$ cat src/rtl/tx_rs232_fifo.sv
// Buffered 8N1 RS-232 transmitter.
// Bytes enter over a valid/ready handshake, wait in a small circular FIFO and
// are serialized LSB first on oTX: a start bit, 8 data bits and a stop bit,
// each CLKS_PER_BIT clk_s cycles long. Frames run back-to-back while the FIFO
// holds data.
module tx_rs232_fifo #(
    parameter int CLKS_PER_BIT = 6,
    parameter int FIFO_AW      = 2
) (
    input  logic               clk_s,
    input  logic               rst_s,
    input  logic [7:0]         iDATA,
    input  logic               iVALID,
    output logic               oREADY,
    output logic               oTX,
    output logic               oBUSY,
    output logic               oDONE,
    output logic [FIFO_AW:0]   oCOUNT
);

    localparam int               DEPTH      = 1 << FIFO_AW;
    localparam logic [FIFO_AW:0] FULL_COUNT = (FIFO_AW + 1)'(DEPTH);
    localparam logic [FIFO_AW:0] COUNT_ONE  = (FIFO_AW + 1)'(1);
    localparam logic [FIFO_AW-1:0] PTR_ONE  = FIFO_AW'(1);
    localparam logic [15:0]      BAUD_LAST  = 16'(CLKS_PER_BIT - 1);

    typedef enum logic [1:0] {
        IDLE  = 2'd0,
        START = 2'd1,
        DATA  = 2'd2,
        STOP  = 2'd3
    } state_t;

    state_t             state;
    state_t             state_next;

    logic [7:0]         mem [DEPTH];
    logic [FIFO_AW-1:0] wr_ptr;
    logic [FIFO_AW-1:0] rd_ptr;

    logic [15:0]        baud_cnt;
    logic [2:0]         bit_idx;
    logic [7:0]         shift;

    logic               push;
    logic               pop;
    logic               tick;
    logic               fifo_nonempty;
    logic               tx_next;

    assign fifo_nonempty = (oCOUNT != '0);
    assign oREADY        = (oCOUNT != FULL_COUNT);
    assign push          = iVALID && oREADY;
    // Last cycle of the current bit period.
    assign tick          = (baud_cnt == BAUD_LAST);

    // State register.
    always_ff @(posedge clk_s) begin
        // NOTE: sequential state always uses non-blocking assignment so every
        // register samples the pre-edge values of its peers.
        if (rst_s) begin
            state <= IDLE;
        end else begin
            state <= state_next;
        end
    end

    // Next-state logic: walk START -> DATA -> STOP, chaining frames while the FIFO has data.
    always_comb begin
        // NOTE: default first, so no path through the case leaves state_next
        // unassigned and no latch is inferred.
        state_next = state;
        case (state)
            IDLE:  if (fifo_nonempty) state_next = START;
            START: if (tick) state_next = DATA;
            DATA:  if (tick && bit_idx == 3'd7) state_next = STOP;
            STOP:  if (tick) state_next = fifo_nonempty ? START : IDLE;
            default: state_next = IDLE;
        endcase
    end

    // Output/control logic: FIFO pop, busy flag and the next serial line level.
    always_comb begin
        pop     = 1'b0;
        oBUSY   = 1'b1;
        tx_next = 1'b1;
        case (state)
            IDLE: begin
                oBUSY   = 1'b0;
                pop     = fifo_nonempty;
                tx_next = !fifo_nonempty;
            end
            START: begin
                tx_next = tick ? shift[0] : 1'b0;
            end
            DATA: begin
                if (tick) begin
                    tx_next = (bit_idx == 3'd7) ? 1'b1 : shift[1];
                end else begin
                    tx_next = shift[0];
                end
            end
            STOP: begin
                pop     = tick && fifo_nonempty;
                tx_next = !(tick && fifo_nonempty);
            end
            default: begin
                oBUSY   = 1'b0;
            end
        endcase
    end

    // FIFO storage.
    always_ff @(posedge clk_s) begin
        // NOTE: the storage array is deliberately not reset; the pointers and
        // occupancy counter alone define which entries are valid.
        if (push) begin
            mem[wr_ptr] <= iDATA;
        end
    end

    // FIFO pointers and occupancy; a simultaneous push and pop leaves the count unchanged.
    always_ff @(posedge clk_s) begin
        if (rst_s) begin
            wr_ptr <= '0;
            rd_ptr <= '0;
            oCOUNT <= '0;
        end else begin
            if (push) begin
                wr_ptr <= wr_ptr + PTR_ONE;
            end
            if (pop) begin
                rd_ptr <= rd_ptr + PTR_ONE;
            end
            if (push && !pop) begin
                oCOUNT <= oCOUNT + COUNT_ONE;
            end else if (pop && !push) begin
                oCOUNT <= oCOUNT - COUNT_ONE;
            end
        end
    end

    // Serializer: baud counter, shift register, bit index, registered line and done pulse.
    always_ff @(posedge clk_s) begin
        if (rst_s) begin
            baud_cnt <= '0;
            bit_idx  <= '0;
            shift    <= '0;
            oTX      <= 1'b1;
            oDONE    <= 1'b0;
        end else begin
            oTX   <= tx_next;
            oDONE <= (state == STOP) && tick;

            if (state == IDLE || tick) begin
                baud_cnt <= '0;
            end else begin
                baud_cnt <= baud_cnt + 16'd1;
            end

            if (pop) begin
                shift   <= mem[rd_ptr];
                bit_idx <= '0;
            end else if (state == DATA && tick) begin
                shift   <= {1'b0, shift[7:1]};
                bit_idx <= bit_idx + 3'd1;
            end
        end
    end

endmodule

$ cat config.mk
export PLATFORM = sky130hd
export DESIGN_NAME = tx_rs232_fifo
export DESIGN_NICKNAME = d
export VERILOG_FILES = /design/src/rtl/tx_rs232_fifo.sv
export SDC_FILE = /design/constraint.sdc
export NUM_CORES = 1
export LEC_CHECK = 0
export CAP_MARGIN = 0
export CORE_ASPECT_RATIO = 0.9
export CORE_UTILIZATION = 30
export DETAILED_ROUTE_END_ITERATION = 10
export PLACE_DENSITY = 0.46
export SLEW_MARGIN = 10
export SYNTH_ARGS = -nofsm -noshare
export SYNTH_HDL_FRONTEND = slang
export SYNTH_SLANG_ARGS = --single-unit
$ cat constraint.sdc
create_clock -name clk_s -period 2.4 [get_ports clk_s]
set_input_delay 0.48 -clock clk_s [delete_from_list [all_inputs] [get_ports clk_s]]
set_output_delay 0.48 -clock clk_s [all_outputs]
set_load 0.01 [all_outputs]
==> flow_summary_export.csv <==
group,metric,value,unit
outcome,status,"finished clean",
clocking,clkTransAtPathRegs,0.06,ns
synthesis,ys_ff_latch,72,
floorplan,rows,35,
floorplan,design.core.area,10250,um2
sta,finalSetupViolCount,0,
clocking,postCtsHoldBufs,0,
final_layout,final_layout_size_suffix_gt1_frac,0.1791,
pwr,power_density,1140,nW/um2
sta,finalHoldViolations,0,
routing,drc,0,
floorplan,die_x,110.2,um
worst_setup_path,r2r.worst_path.cells,13,
placed_design,portBuffers,17,
sta,fin_crit_sh,0.9797,
worst_hold_path,hold_start,"rd_ptr[1]",
clocking,cts-root-buf,"clkbuf_16",
pwr,p_sw,1.370,mW
floorplan,die_h,99.38,um
pwr,max-vdd-ir-drop,0.4759,mV
pwr,internal-power,3.061,mW
worst_setup_path,worstPathRequired,2.66,ns
worst_setup_path,crit_path_top_delay_cell,"dfxtp_2",
routing,routed_wl,5.839,mm
global_routing,grt_usage,0.1206,
floorplan,pin_count,18,
synthesis,netlist_area,3161,um2
synthesis,synthCells,260,
worst_setup_path,critPathArrivalTime,2.61,ns
final_layout,nets,316,
placed_design,dp_hpwl,4.119,mm
worst_hold_path,holdPathEnd,"rd_ptr[1]",
final_layout,syn_to_final_growth,23.04,%
sta,rsz0062_at_grt,"true",
final_layout,layout_common_cells,"dfxtp_1 (39), nor2_1 (34), edfxtp_1 (32), clkdlybuf4s50_1 (17)",
global_routing,first_global_vias,1993,
synthesis,yosysSeqAreaShare,0.5574,
worst_setup_path,r2r_slack,0.05,ns
synthesis,ys_types,45,
worst_setup_path,reg2reg_to,"oCOUNT[2]",
worst_setup_path,path_class,"register to register",
sta,tightest_slew,0.6377,ns
routing,vias,2013,
final_layout,antenna_cells,0,
final_layout,mostFrequentLayoutCell,"dfxtp_1",
sta,period_minus_slack,2.351,ns
worst_setup_path,reg2reg_from,"baud_cnt[1]",
clocking,cts_buffers,9,
worst_hold_path,hold_depth,2,
clocking,h-tree-depth,3,
worst_setup_path,critPathTopFamily,"simple AND/OR/NAND/NOR gates",
synthesis,synth_area_leaders,"edfxtp_1 (30%), dfxtp_1 (25%), mux4_2 (5.7%)",
worst_setup_path,startpoint_type,"register",
synthesis,synth_edf_count,32,
routing,wl_per_cell,13.74,um
clocking,clock_path_buffers,2,
worst_setup_path,cp_cell_sequence,"inv_2 -> ha_4 -> and4bb_2 -> and4_4 -> a21oi_4 -> nor2_4 -> inv_4 -> ha_4 -> inv_2 -> fa_2 -> xor2_1 -> or3_1 -> a21oi_1",
routing,vias_per_cell,4.736,
sta,worst_clock_skew,0.008405,ns
routing,dr.pass1.iters,5,
synthesis,synth_ff_type,"dfxtp_1",
routing,ant_nets,0,
clocking,clkLatencyLatePin,0.32,ns
synthesis,syn-num-nets,285,
synthesis,synth.avg_cell_area,12.16,um2
synthesis,synth_largest_area_cell,"edfxtp_1",
worst_setup_path,cp_max_fo,3,
sta,slew_headroom,0.5737,
worst_hold_path,min_path_type,"register to register",
global_routing,grt_pass1_wl,9.942,mm
pwr,p_clk_frac,0.321,
synthesis,async_flop_share,0,
worst_setup_path,max_stage_delay,0.34,ns
floorplan,start_util,0.3084,
worst_setup_path,path_buf_inv,3,
sta,max_freq,0.4253,GHz
worst_setup_path,end_kind,"register",
global_routing,grt_max_degree,23,
pwr,combPwrFrac,0.313,
job,drv_cap,0,
pwr,p_leak,1.353,nW
placed_design,gp_congestion,0.7097,
pwr,switching_share,0.3092,
sta,drv_slew,0,
floorplan,die_area,10950,um2
final_layout,fin_util,0.3795,
pwr,pwr-share-seq,0.366,
global_routing,overflow,0,
synthesis,yosysWarnings,0,
global_routing,antenna_found_initial,0,
synthesis,synth_top_area_frac,0.3040,
clocking,tritoncts,"yes",
clocking,clock-sinks,72,
routing,dr.first_iter.drc_count,89,
sta,setup_tns,0,ns
==> how the worst max path moves through the flow <==
stage,from,endpoint,slack (ns),depth (start not counted)
after floorplan,baud_cnt[1],oCOUNT[2],-0.02,14
after global placement,iVALID,oCOUNT[2],0.04,8
after detailed placement,iVALID,oCOUNT[2],0.008,8
after CTS,baud_cnt[1],oCOUNT[2],0.02,13
after global routing,baud_cnt[1],oCOUNT[2],-0.07,13
final,baud_cnt[1],oCOUNT[2],0.05,13
==> sequential cells by signal (all words and copies together), names as in the netlist, named ones only <==
register and count:
wr_ptr 2, bit_idx 3, oDONE 1, oTX 1
rd_ptr 2, state 2, baud_cnt 16, mem 32
oCOUNT 3, shift 8
==> stage by stage <==
step / setup slack, ns / cells / power [mW] / cell area (um2) / hold slack (ns)
5_1_grt: -0.07014 / 425 / 4.725 / 3889 / 0.5444
3_5_place_dp: 0.007960 / 409 / 3.030 / 3552 / 0.4719
4_1_cts: 0.01624 / 425 / 4.475 / 3871 / 0.4894
3_3_place_gp: 0.04073 / 409 / 3.032 / 3552 / 0.4725
2_1_floorplan: -0.02275 / 260 / 2.540 / 3188 / 0.4292
6_report: 0.04868 / 425 / 4.431 / 3889 / 0.4909
==> repair_timing <==
action                     CTS  global route
setup endpoints to repair    0             3
resized for setup            0             9
buffers inserted             0             0
==> metal layers <==
layer | global-route usage | up-vias | wire length, um
met5 | 0 | - | 0
met2 | 0.1697 | 34 | 2518
met1 | 0.1721 | 963 | 3028
met4 | 0.04960 | 0 | 38
li1 | - | 1014 | -
met3 | 0.03539 | 2 | 254
==> power groups by stage <==
stage                     clock (mW)  combinational, mW  sequential [mW]
after floorplan                    0              0.955             1.59
after detailed placement           0               1.38             1.65
after global placement             0               1.38             1.65
after CTS                       1.46               1.39             1.63
after global routing            1.51               1.56             1.66
final                           1.42               1.39             1.62
==> synthesized netlist by cell type (3+ instances only) <==
library cell   n
dfxtp_1       40
nor2_1        34
edfxtp_1      32
ha_1          13
inv_1         13
mux2i_1       12
xnor2_1       11
nand3_1        9
nor3_1         9
a21oi_1        8
mux4_2         8
and3_1         7
nand2_1        7
a221oi_1       6
clkbuf_1       6
xor2_1         6
o21ai_0        4
nand4_1        3
o21ai_1        3
==> worst register-to-register path: cells and delay by family, from the launching register on <==
family	cells	cell delay, ns
fa+ha+maj	3	0.59
compound gates	2	0.30
simple gates	4	0.76
xor+xnor	1	0.15
flops	1	0.34
buf+inv	3	0.14
==> area by class of cell <==
class | instances | area (um2)
clock buffer | 10 | 229.0
clock inverter | 6 | 90.09
fill | 1021 | 6359
inverter | 14 | 55.05
multi-input combinational | 165 | 1330
sequential | 72 | 1763
tap | 129 | 161.4
timing repair buffer | 29 | 260.3
==> cell families (layout without fill, tap and decap cells) <==
group,count (synthesis),in the layout,share of synthesized area
AOI/OAI and AO/OA,32,32,0.07285
xor gates and xnor gates,17,17,0.04711
adders and majority gates,14,14,0.05780
buffers and inverters,23,59,0.03365
DFF,72,72,0.5574
muxes,20,20,0.09501
and+or+nand+nor,82,82,0.1362
(Power assumes the default switching activity.)
